**config.mk**
```make
export PLATFORM = sky130hd
export DESIGN_NAME = cordic_vec_ctrl_flat
export DESIGN_NICKNAME = d
export VERILOG_FILES = /design/src/rtl/cordic_pkg.sv /design/src/rtl/cordic_vec_ctrl_if.sv /design/src/rtl/cordic_vec_step.sv /design/src/rtl/cordic_vec_ctrl.sv /design/src/flat_wrapper.sv
export SDC_FILE = /design/constraint.sdc
export NUM_CORES = 1
export LEC_CHECK = 0
export ABC_AREA = 1
export CAP_MARGIN = 20
export CORE_UTILIZATION = 45
export CTS_CLUSTER_SIZE = 8
export DETAILED_ROUTE_END_ITERATION = 10
export PLACE_DENSITY = 0.62
export REMOVE_ABC_BUFFERS = 1
export SETUP_SLACK_MARGIN = 0.1
export SLEW_MARGIN = 15
export SYNTH_ARGS = -nofsm -noshare
export SYNTH_HDL_FRONTEND = slang
export SYNTH_HIERARCHICAL = 1
export SYNTH_SLANG_ARGS = --single-unit
```
**constraint.sdc**
```tcl
create_clock -name clk -period 4.3 [get_ports clk]
set_input_delay 0.86 -clock clk [delete_from_list [all_inputs] [get_ports clk]]
set_output_delay 0.86 -clock clk [all_outputs]
set_load 0.1 [all_outputs]
```
**src/rtl/cordic_pkg.sv**
```systemverilog
// cordic_pkg: shared widths, arctangent table and FSM states for the iterative CORDIC vectoring controller
package cordic_pkg;
  localparam int DW = 14;
  localparam int AW = 16;
  localparam logic signed [AW-1:0] HALF_PI = 16'sd6434;
  typedef enum logic [1:0] {IDLE, ROT, DONE} state_t;
  // Padded to 16 entries so any 4-bit shift index is a legal lookup
  localparam logic signed [AW-1:0] ATAN [16] = '{
    16'sd3217, 16'sd1899, 16'sd1003, 16'sd509, 16'sd256, 16'sd128, 16'sd64, 16'sd32,
    16'sd16, 16'sd8, 16'sd4, 16'sd2, 16'sd0, 16'sd0, 16'sd0, 16'sd0
  };
endpackage

```
**src/rtl/cordic_vec_ctrl_if.sv**
```systemverilog
// cordic_vec_ctrl_if: sample-in and result-out handshake channels of the CORDIC vectoring controller
interface cordic_vec_ctrl_if;
  logic                              in_valid;
  logic                              in_ready;
  logic signed [cordic_pkg::DW-1:0]  x_in;
  logic signed [cordic_pkg::DW-1:0]  y_in;
  logic                              out_valid;
  logic                              out_ready;
  logic signed [cordic_pkg::AW-1:0]  mag_out;
  logic signed [cordic_pkg::AW-1:0]  phase_out;
  modport master (output in_valid, x_in, y_in, out_ready, input in_ready, out_valid, mag_out, phase_out);
  modport slave  (input in_valid, x_in, y_in, out_ready, output in_ready, out_valid, mag_out, phase_out);
endinterface

```
**src/rtl/cordic_vec_step.sv**
```systemverilog
// cordic_vec_step: one combinational vectoring micro-rotation with a runtime shift amount
module cordic_vec_step
  import cordic_pkg::*;
(
  input  logic signed [AW-1:0] i_x,
  input  logic signed [AW-1:0] i_y,
  input  logic signed [AW-1:0] i_z,
  input  logic signed [AW-1:0] i_atan,
  input  logic        [3:0]    i_shift,
  output logic signed [AW-1:0] o_x,
  output logic signed [AW-1:0] o_y,
  output logic signed [AW-1:0] o_z
);
  logic signed [AW-1:0] w_xs, w_ys;
  logic                 w_neg;
  assign w_xs  = i_x >>> i_shift;
  assign w_ys  = i_y >>> i_shift;
  assign w_neg = i_y[AW-1];
  assign o_x   = w_neg ? i_x - w_ys : i_x + w_ys;
  assign o_y   = w_neg ? i_y + w_xs : i_y - w_xs;
  assign o_z   = w_neg ? i_z - i_atan : i_z + i_atan;
endmodule

```
**src/rtl/cordic_vec_ctrl.sv**
```systemverilog
// cordic_vec_ctrl: iterative CORDIC vectoring, one shared micro-rotation reused for ITER cycles
module cordic_vec_ctrl
  import cordic_pkg::*;
#(
  parameter int ITER = 12
) (
  input  logic              clk,
  input  logic              rst_n,
  cordic_vec_ctrl_if.slave  io_bus
);
  state_t               r_state, w_next;
  logic [3:0]           r_i;
  logic signed [AW-1:0] r_x, r_y, r_z;
  logic signed [AW-1:0] w_x, w_y, w_z;
  logic signed [AW-1:0] w_xin, w_yin, w_x0, w_y0, w_z0;
  logic                 w_accept;
  assign w_xin = {{(AW-DW){io_bus.x_in[DW-1]}}, io_bus.x_in};
  assign w_yin = {{(AW-DW){io_bus.y_in[DW-1]}}, io_bus.y_in};
  // Left-half-plane samples are turned by +/-90 degrees so the micro-rotations only cover +/-99 degrees
  assign w_x0 = !w_xin[AW-1] ? w_xin : !w_yin[AW-1] ? w_yin : -w_yin;
  assign w_y0 = !w_xin[AW-1] ? w_yin : !w_yin[AW-1] ? -w_xin : w_xin;
  assign w_z0 = !w_xin[AW-1] ? '0 : !w_yin[AW-1] ? HALF_PI : -HALF_PI;
  assign w_accept = (r_state == IDLE) && io_bus.in_valid;
  cordic_vec_step u_step (
    .i_x     (r_x),
    .i_y     (r_y),
    .i_z     (r_z),
    .i_atan  (ATAN[r_i]),
    .i_shift (r_i),
    .o_x     (w_x),
    .o_y     (w_y),
    .o_z     (w_z)
  );
  always_comb begin
    w_next = r_state;
    unique case (r_state)
      IDLE:    w_next = io_bus.in_valid ? ROT : IDLE;
      ROT:     w_next = (r_i == 4'(ITER-1)) ? DONE : ROT;
      DONE:    w_next = io_bus.out_ready ? IDLE : DONE;
      default: w_next = IDLE;
    endcase
  end
  always_ff @(posedge clk or negedge rst_n) begin
    if (!rst_n) r_state <= IDLE;
    else        r_state <= w_next;
  end
  always_ff @(posedge clk or negedge rst_n) begin
    if (!rst_n) begin
      r_i <= '0;
      r_x <= '0;
      r_y <= '0;
      r_z <= '0;
    end else if (w_accept) begin
      r_i <= '0;
      r_x <= w_x0;
      r_y <= w_y0;
      r_z <= w_z0;
    end else if (r_state == ROT) begin
      r_i <= r_i + 4'd1;
      r_x <= w_x;
      r_y <= w_y;
      r_z <= w_z;
    end
  end
  assign io_bus.in_ready  = (r_state == IDLE);
  assign io_bus.out_valid = (r_state == DONE);
  assign io_bus.mag_out   = r_x;
  assign io_bus.phase_out = r_z;
endmodule

```
**src/flat_wrapper.sv**
```systemverilog
// flat-port wrapper written by rule: the top's interface ports become plain ports
module cordic_vec_ctrl_flat import cordic_pkg::*;
#(
  parameter int ITER = 12
)
  (clk, rst_n, io_bus_in_valid, io_bus_x_in, io_bus_y_in, io_bus_out_ready, io_bus_in_ready, io_bus_out_valid, io_bus_mag_out, io_bus_phase_out);
  cordic_vec_ctrl_if io_bus_i ();
  input  logic clk;
  input  logic rst_n;
  input wire logic [$bits(io_bus_i.in_valid)-1:0] io_bus_in_valid;
  input wire logic [$bits(io_bus_i.x_in)-1:0] io_bus_x_in;
  input wire logic [$bits(io_bus_i.y_in)-1:0] io_bus_y_in;
  input wire logic [$bits(io_bus_i.out_ready)-1:0] io_bus_out_ready;
  output wire logic [$bits(io_bus_i.in_ready)-1:0] io_bus_in_ready;
  output wire logic [$bits(io_bus_i.out_valid)-1:0] io_bus_out_valid;
  output wire logic [$bits(io_bus_i.mag_out)-1:0] io_bus_mag_out;
  output wire logic [$bits(io_bus_i.phase_out)-1:0] io_bus_phase_out;
  assign io_bus_i.in_valid = io_bus_in_valid;
  assign io_bus_i.x_in = io_bus_x_in;
  assign io_bus_i.y_in = io_bus_y_in;
  assign io_bus_i.out_ready = io_bus_out_ready;
  assign io_bus_in_ready = io_bus_i.in_ready;
  assign io_bus_out_valid = io_bus_i.out_valid;
  assign io_bus_mag_out = io_bus_i.mag_out;
  assign io_bus_phase_out = io_bus_i.phase_out;
  cordic_vec_ctrl #(.ITER(ITER)) u_core (.clk(clk), .rst_n(rst_n), .io_bus(io_bus_i));
endmodule
```
==> results of run 1 <==
## through the flow
step                utilization [%]  area, sq um  std cells  hold WS [ps]  setup WS [ps]
floorplan                         -         7720       1260           481          -2.01
global placement               51.4         8890       1580           507            272
detailed placement             51.4         8890       1580           522            188
CTS                            52.3         9050       1588           541            176
global route                   53.2         9200       1595           568           80.6
finish                         53.2         9200       1595           533            349
## layout make-up
class / count / area, sq um / area share (%)
sequential: 54 / 1360 / 14.7
timing repair buffer: 101 / 978 / 10.6
multi-input combinational: 1073 / 5920 / 64.3
tap: 225 / 282 / 3.06
timing repair inverter: 1 / 5.00 / 0.0544
clock buffer: 6 / 139 / 1.51
inverter: 133 / 509 / 5.53
clock inverter: 2 / 17.5 / 0.190
## worst max-delay path: stages, from the launching register on
cell	delay, ps
dfrtp_2	470
clkinvlp_4	160
buf_4	120
nand3_1	100
nand2_1	90
nand2_1	70
nand2_1	60
nand2_1	90
nand2_1	180
nand2_1	120
nor2_4	170
inv_2	80
nand2_1	80
xor2_1	190
inv_1	70
ha_1	330
a21oi_1	150
nand2_1	120
a21boi_2	180
o21ai_0	150
a31oi_1	290
o21ai_0	150
xor2_1	160
o21ai_0	170
a21boi_1	80
## placed cells by master (no fill, tap or decap), types with 4 or more instances in the layout
master             n
inv_1            123
a21boi_1           6
dfrtp_1           51
conb_1             7
a21oi_1           98
a21boi_0           6
ha_1              60
nand4_1           13
o21ai_1           10
o211ai_1           4
buf_4             30
o21ai_0           81
xor2_1            47
a31oi_1            6
xnor2_1           22
or2_2              7
o22a_1            10
nand3_1          190
o21ai_2            6
nor2_2             7
clkbuf_16          6
nor3_1             7
nor2_1            60
nand2_2            4
inv_2              6
o22ai_1            5
o31ai_1            5
a2bb2oi_1         11
or2_1              5
nand2_1          367
clkdlybuf4s50_1   64
## cells in the mapped netlist (5+ instances only)
cell type	count	area [sq um]
nand2_1	368	1380
dfrtp_1	54	1350
o21ai_1	6	30.0
o22ai_1	6	37.5
inv_2	7	26.3
o31ai_1	5	37.5
a31oi_1	7	43.8
nor2_2	6	37.5
ha_1	60	751
xor2_1	47	412
inv_1	124	465
nand3_1	190	951
a2bb2oi_1	11	96.3
xnor2_1	22	193
a21oi_1	99	495
nor3_1	9	45.0
or2_2	7	43.8
a21boi_0	8	60.1
nand4_1	13	81.3
clkbuf_1	22	82.6
buf_2	22	110
buf_4	5	37.5
a21boi_1	5	37.5
o22a_1	10	87.6
o21ai_0	87	435
nor2_1	61	229
or2_1	5	31.3
## kinds of logic (layout without fill, tap and decap cells)
family | count (synthesis) | in the layout | share of synthesized area [%]
and+or+nand+nor | 668 | 668 | 36.0
AOI/OAI and AO/OA | 266 | 266 | 19.4
buffers and inverters | 190 | 243 | 9.89
xor gates and xnor gates | 69 | 69 | 7.57
adders and majority gates | 63 | 63 | 10.2
DFF | 54 | 54 | 16.9
other | 1 | 7 | 0.0470
## metal layers
layer | track usage (%) | vias up | wire (microns)
met5 | 0 | - | 0
met4 | 6.99 | 0 | 448
met3 | 4.83 | 31 | 1580
met2 | 46.3 | 275 | 11800
met1 | 40.6 | 4156 | 12300
li1 | - | 4512 | -
## what timing repair did
| item | CTS | global route |
|---|---|---|
| endpoints found under the setup margin | 0 | 19 |
| buffers inserted | 0 | 5 |
| resized for setup | 0 | 30 |
## flip-flops by register name (all words and copies together), names as in the netlist
name and flops:
u_core/io_bus.phase_out 16, u_core/io_bus.mag_out 16, u_core/r_y 16, u_core/r_state 2
u_core/r_i 4
## path summary, 6_finish.rpt
check,from,to,cells past startpoint
max in group asynchronous,rst_n,u_core/io_bus.mag_out[15]$_DFFE_PN0P_,2
setup / recovery,u_core/r_i[1]$_DFFE_PN0P_,u_core/r_y[12]$_DFFE_PN0P_,24
hold reg to reg,u_core/io_bus.phase_out[0]$_DFFE_PN0P_,u_core/io_bus.phase_out[0]$_DFFE_PN0P_,1
min in group asynchronous,rst_n,u_core/io_bus.phase_out[12]$_DFFE_PN0P_,1
setup reg to reg,u_core/r_i[1]$_DFFE_PN0P_,u_core/r_y[12]$_DFFE_PN0P_,24
hold / removal,u_core/io_bus.phase_out[0]$_DFFE_PN0P_,u_core/io_bus.phase_out[0]$_DFFE_PN0P_,1
==> flow_metrics.env, run 1 <==
export IMPL_worstSetupPathType="reg -> reg"
export IMPL_vias_per_cell=5.63
export IMPL_async_flop_share_pct=100
export IMPL_crit_required_ps=4500
export IMPL_final_nets=1464
export IMPL_first_iter_violations=595
export IMPL_ioPinCount=66
export IMPL_slew_viol_final=0
export IMPL_grt_antenna_before_repair=0
export IMPL_fillers=1842
export IMPL_crit_path_start_kind="flip-flop"
export IMPL_period_share_pct=91.9
export IMPL_cts_buffers=5
export IMPL_synth_seq_cells=54
export IMPL_grt_max_degree=53
export IMPL_path_max_fanout=6
export IMPL_dp_hpwl_microns=20100
export IMPL_clk_latency_ps=310
export IMPL_drt_pass1_iterations=6
export IMPL_grt_pass1_vias=8123
export IMPL_avgSynthCellArea_sq_um=6.09
export IMPL_track_usage_pct=29.0
export IMPL_cap_violations=0
export IMPL_drc=0
export IMPL_netlist_area_sq_um=7990
export IMPL_clockBufferDepth=2
export IMPL_ant_nets=0
export IMPL_root_buffer="clkbuf_16"
export IMPL_n_antenna_cell=0
export IMPL_routed_via_count=8974
export IMPL_min_path_type="reg -> reg"
export IMPL_setup_tns_ps=0
export IMPL_ys_warnings_count=6
export IMPL_wire_per_inst_microns=16.3
export IMPL_rows=48
export IMPL_ys_seq_area_share_pct=16.9
export IMPL_cts_sinks=54
export IMPL_drive_above_1_share_pct=6.93
export IMPL_setup_violations=0
export IMPL_max_freq_mhz=253
export IMPL_grt_setup_unrepaired="yes"
export IMPL_dieArea_sq_um=18300
export IMPL_io_buffers=65
export IMPL_regToRegSetupSlack_ps=350
export IMPL_finalHoldViolations=0
export IMPL_die_width_microns=135
export IMPL_relSlewSlack_pct=35.2
export IMPL_hold_buffers=0
export IMPL_synthToLayoutAreaGrowth_pct=15.2
export IMPL_drt_total_wl_microns=26100
export IMPL_synthDistinctLibCells=48
export IMPL_synth_top_flop_cell="dfrtp_1"
export IMPL_synth_edff_count=0
export IMPL_cts_htree_levels=2
export IMPL_syn_inst=1311
export IMPL_start_util_pct=46.2
export IMPL_max_slew_worst_pin_slew_ps=968
export IMPL_overflow=0
export IMPL_gp_congestion=0.944
export IMPL_min_period_ps=3950
export IMPL_fin_worst_skew_ps=8.51
export IMPL_status="completed"
export IMPL_grt_pass1_wl_microns=41600
export IMPL_cp_end_kind="flip-flop"
export IMPL_die_y_microns=135
export IMPL_coreArea_sq_um=17300
export IMPL_tritoncts="built"
export IMPL_clkTransAtPathRegs_ps=80
export IMPL_crit_arrival_ps=4150
Power of run 1 is not shown: default switching activity piles up to over one toggle a cycle in this logic, so the estimate is an artifact.
==> run 2, diff against run 1 <==
- PLACE_DENSITY: 0.62 -> 0.63
- SLEW_MARGIN: 15 -> 0
- SYNTH_HIERARCHICAL: 1 -> unset
==> run 2 against run 1 <==
  * Via count is 3.1% lower
  * Utilization is 0.19 points lower
  * First-iteration DRC count is 9.1% higher
  * Cell count is 4.9% lower
  * Non-clock buffer count is 2 lower
  * Critical endpoint is now u_core.io_bus.phase_out[12]$_DFFE_PN0P_
  * Largest cell class unchanged
==> flow_metrics.env, run 2 <==
export IMPL_drt_pass1_iterations=5
export IMPL_n_antenna_cell=0
export IMPL_async_flop_share_pct=100
export IMPL_grt_antenna_before_repair=0
export IMPL_cp_slowest_stage_delay_ps=470
export IMPL_setup_violations=0
export IMPL_max_freq_mhz=258
export IMPL_ant_nets=0
export IMPL_slowest_stage="dfrtp_2"
export IMPL_fin_worst_skew_ps=12.4
export IMPL_grt_max_degree=46
export IMPL_min_period_ps=3880
export IMPL_coreArea_sq_um=16600
export IMPL_status="completed"
export IMPL_grt_setup_unrepaired="no"
export IMPL_crit_chain="buf_4 -> ha_1 -> ha_1 -> nand2_1 -> nand4_1 -> nor3_1 -> nand2_1 -> nand2_2 -> o22ai_1 -> fa_1 -> nand3_1 -> nand3_1 -> nand3_1 -> nand2_1 -> nand2_1 -> nand3_1 -> o21ai_0 -> o21ai_0 -> a21oi_1 -> o21ai_0 -> a21boi_0"
export IMPL_ioPinCount=66
export IMPL_grt_pass1_vias=7883
export IMPL_final_nets=1393
export IMPL_cts_htree_levels=2
export IMPL_routed_via_count=8694
export IMPL_cts_buffers=5
export IMPL_crit_required_ps=4530
export IMPL_min_path_type="in -> async"
export IMPL_clockBufferDepth=2
export IMPL_drt_total_wl_microns=26300
export IMPL_grt_pass1_wl_microns=41300
export IMPL_mostFrequentLayoutCells="328 x nand2_1, 156 x nand3_1, 114 x inv_1"
export IMPL_vias_per_cell=5.73
export IMPL_gp_congestion=0.950
export IMPL_path_buf_inv=1
export IMPL_clkTransAtPathRegs_ps=80
export IMPL_finalHoldViolations=0
export IMPL_synth_common_cells="328 x nand2_1, 156 x nand3_1, 114 x inv_1"
export IMPL_routedLengthMet1_microns=11800
export IMPL_drive_above_1_share_pct=6.78
export IMPL_fillers=1763
export IMPL_tritoncts="built"
export IMPL_synth_seq_cells=54
export IMPL_clk_latency_ps=320
export IMPL_dieArea_sq_um=17600
export IMPL_track_usage_pct=29.8
export IMPL_syn_inst=1241
export IMPL_ys_seq_area_share_pct=17.6
export IMPL_post_route_cell_area_sq_um=8820
export IMPL_relSlewSlack_pct=31.2
export IMPL_synth_area_leaders="dfrtp_1 18%, nand2_1 16%, nand3_1 10%"
export IMPL_synthDistinctLibCells=49
export IMPL_yosysTopAreaCellShare_pct=17.6
export IMPL_hold_buffers=0
export IMPL_ys_warnings_count=0
export IMPL_avgSynthCellArea_sq_um=6.19
export IMPL_critical_path_top_delay_family="simple AND/OR/NAND/NOR gates"
export IMPL_max_slew_worst_pin_slew_ps=1030
export IMPL_highest_layer="met4"
export IMPL_wire_per_inst_microns=17.3
export IMPL_period_share_pct=90.1
export IMPL_synth_most_common_cell="nand2_1"
export IMPL_cts_sinks=54
export IMPL_final_common_cell="nand2_1"
export IMPL_path_max_fanout=5
export IMPL_crit_path_start_kind="flip-flop"
export IMPL_dp_hpwl_microns=20100
export IMPL_cp_end_kind="flip-flop"
export IMPL_overflow=0
export IMPL_die_y_microns=133
export IMPL_first_iter_violations=649
export IMPL_drc=0
export IMPL_synthToLayoutAreaGrowth_pct=14.8
export IMPL_worstSetupPathType="reg -> reg"
export IMPL_postPlaceCellArea_sq_um=8560
export IMPL_die_width_microns=133
export IMPL_slew_viol_final=0
export IMPL_final_core_util_pct=53.0
export IMPL_wl_met3_microns=1310
export IMPL_rows=47
export IMPL_start_util_pct=46.2
export IMPL_netlist_area_sq_um=7680
export IMPL_synth_edff_count=0
export IMPL_io_buffers=65
export IMPL_root_buffer="clkbuf_16"
export IMPL_route_met2_wl_microns=12400
export IMPL_crit_arrival_ps=4110
export IMPL_synth_top_cell_by_area="dfrtp_1"
export IMPL_cap_violations=0
export IMPL_synth_top_flop_cell="dfrtp_1"
==> run 2: cell families after synthesis <==
family / share of synthesized area, %
xor+xnor: 5.13
simple gates: 34.8
buf+inv: 9.15
fa+ha+maj: 10.7
compound gates: 22.6
flops: 17.6
==> run 2: worst reg2reg max path, stage by stage, from the launching register on <==
cell and delay, ps:
dfrtp_2 470, buf_4 150, ha_1 250, ha_1 220, nand2_1 100, nand4_1 120
nor3_1 350, nand2_1 140, nand2_2 140, o22ai_1 140, fa_1 450, nand3_1 100
nand3_1 100, nand3_1 90, nand2_1 110, nand2_1 100, nand3_1 60, o21ai_0 160
o21ai_0 160, a21oi_1 130, o21ai_0 90, a21boi_0 170
==> run 2: final timing paths <==
kind	from	cells past startpoint	slack, ps	endpoint
worst max-delay path	u_core.r_i[0]$_DFFE_PN0P_	21	420	u_core.io_bus.phase_out[12]$_DFFE_PN0P_
worst min-delay path	rst_n	1	520	u_core.io_bus.phase_out[5]$_DFFE_PN0P_
worst max register to register	u_core.r_i[0]$_DFFE_PN0P_	21	420	u_core.io_bus.phase_out[12]$_DFFE_PN0P_
worst min register to register	u_core.io_bus.phase_out[0]$_DFFE_PN0P_	2	560	u_core.io_bus.phase_out[0]$_DFFE_PN0P_
max in group asynchronous	rst_n	2	2890	u_core.r_y[14]$_DFFE_PN0P_
min in group clk	u_core.io_bus.phase_out[0]$_DFFE_PN0P_	2	560	u_core.io_bus.phase_out[0]$_DFFE_PN0P_
==> run 2: final cells by class <==
type,instances,area (sq um),share of cell area (%)
Sequential cell,54,1360,15.4
Clock buffer,6,129,1.46
Inverter,122,465,5.28
Clock inverter,1,7.51,0.0851
Timing Repair Buffer,99,951,10.8
Tap cell,220,275,3.12
Multi-Input combinational cell,1015,5640,63.9
==> run 2: layer usage <==
metal,GRT usage [%],up-vias
met5,0,-
met4,10.2,0
met3,2.64,51
met2,50.0,301
met1,40.0,4001
li1,-,4341
==> run 2: what timing repair did <==
item / in CTS / in global routing
endpoints found under the setup margin: 0 / 21
endpoints found under the hold margin: 0 / 0
buffers inserted: 0 / 6
resized for setup: 0 / 14
==> run 2: stage by stage <==
stage	cells	setup WS (ps)	hold slack (ps)	TNS, ps
6_report	1517	424	520	0
2_1_floorplan	1191	-669	514	-23290
4_1_cts	1510	132	527	0
3_5_place_dp	1503	156	545	0
3_3_place_gp	1503	254	546	0
5_1_grt	1517	94.7	551	0
Power of run 2 is left out for the same reason.
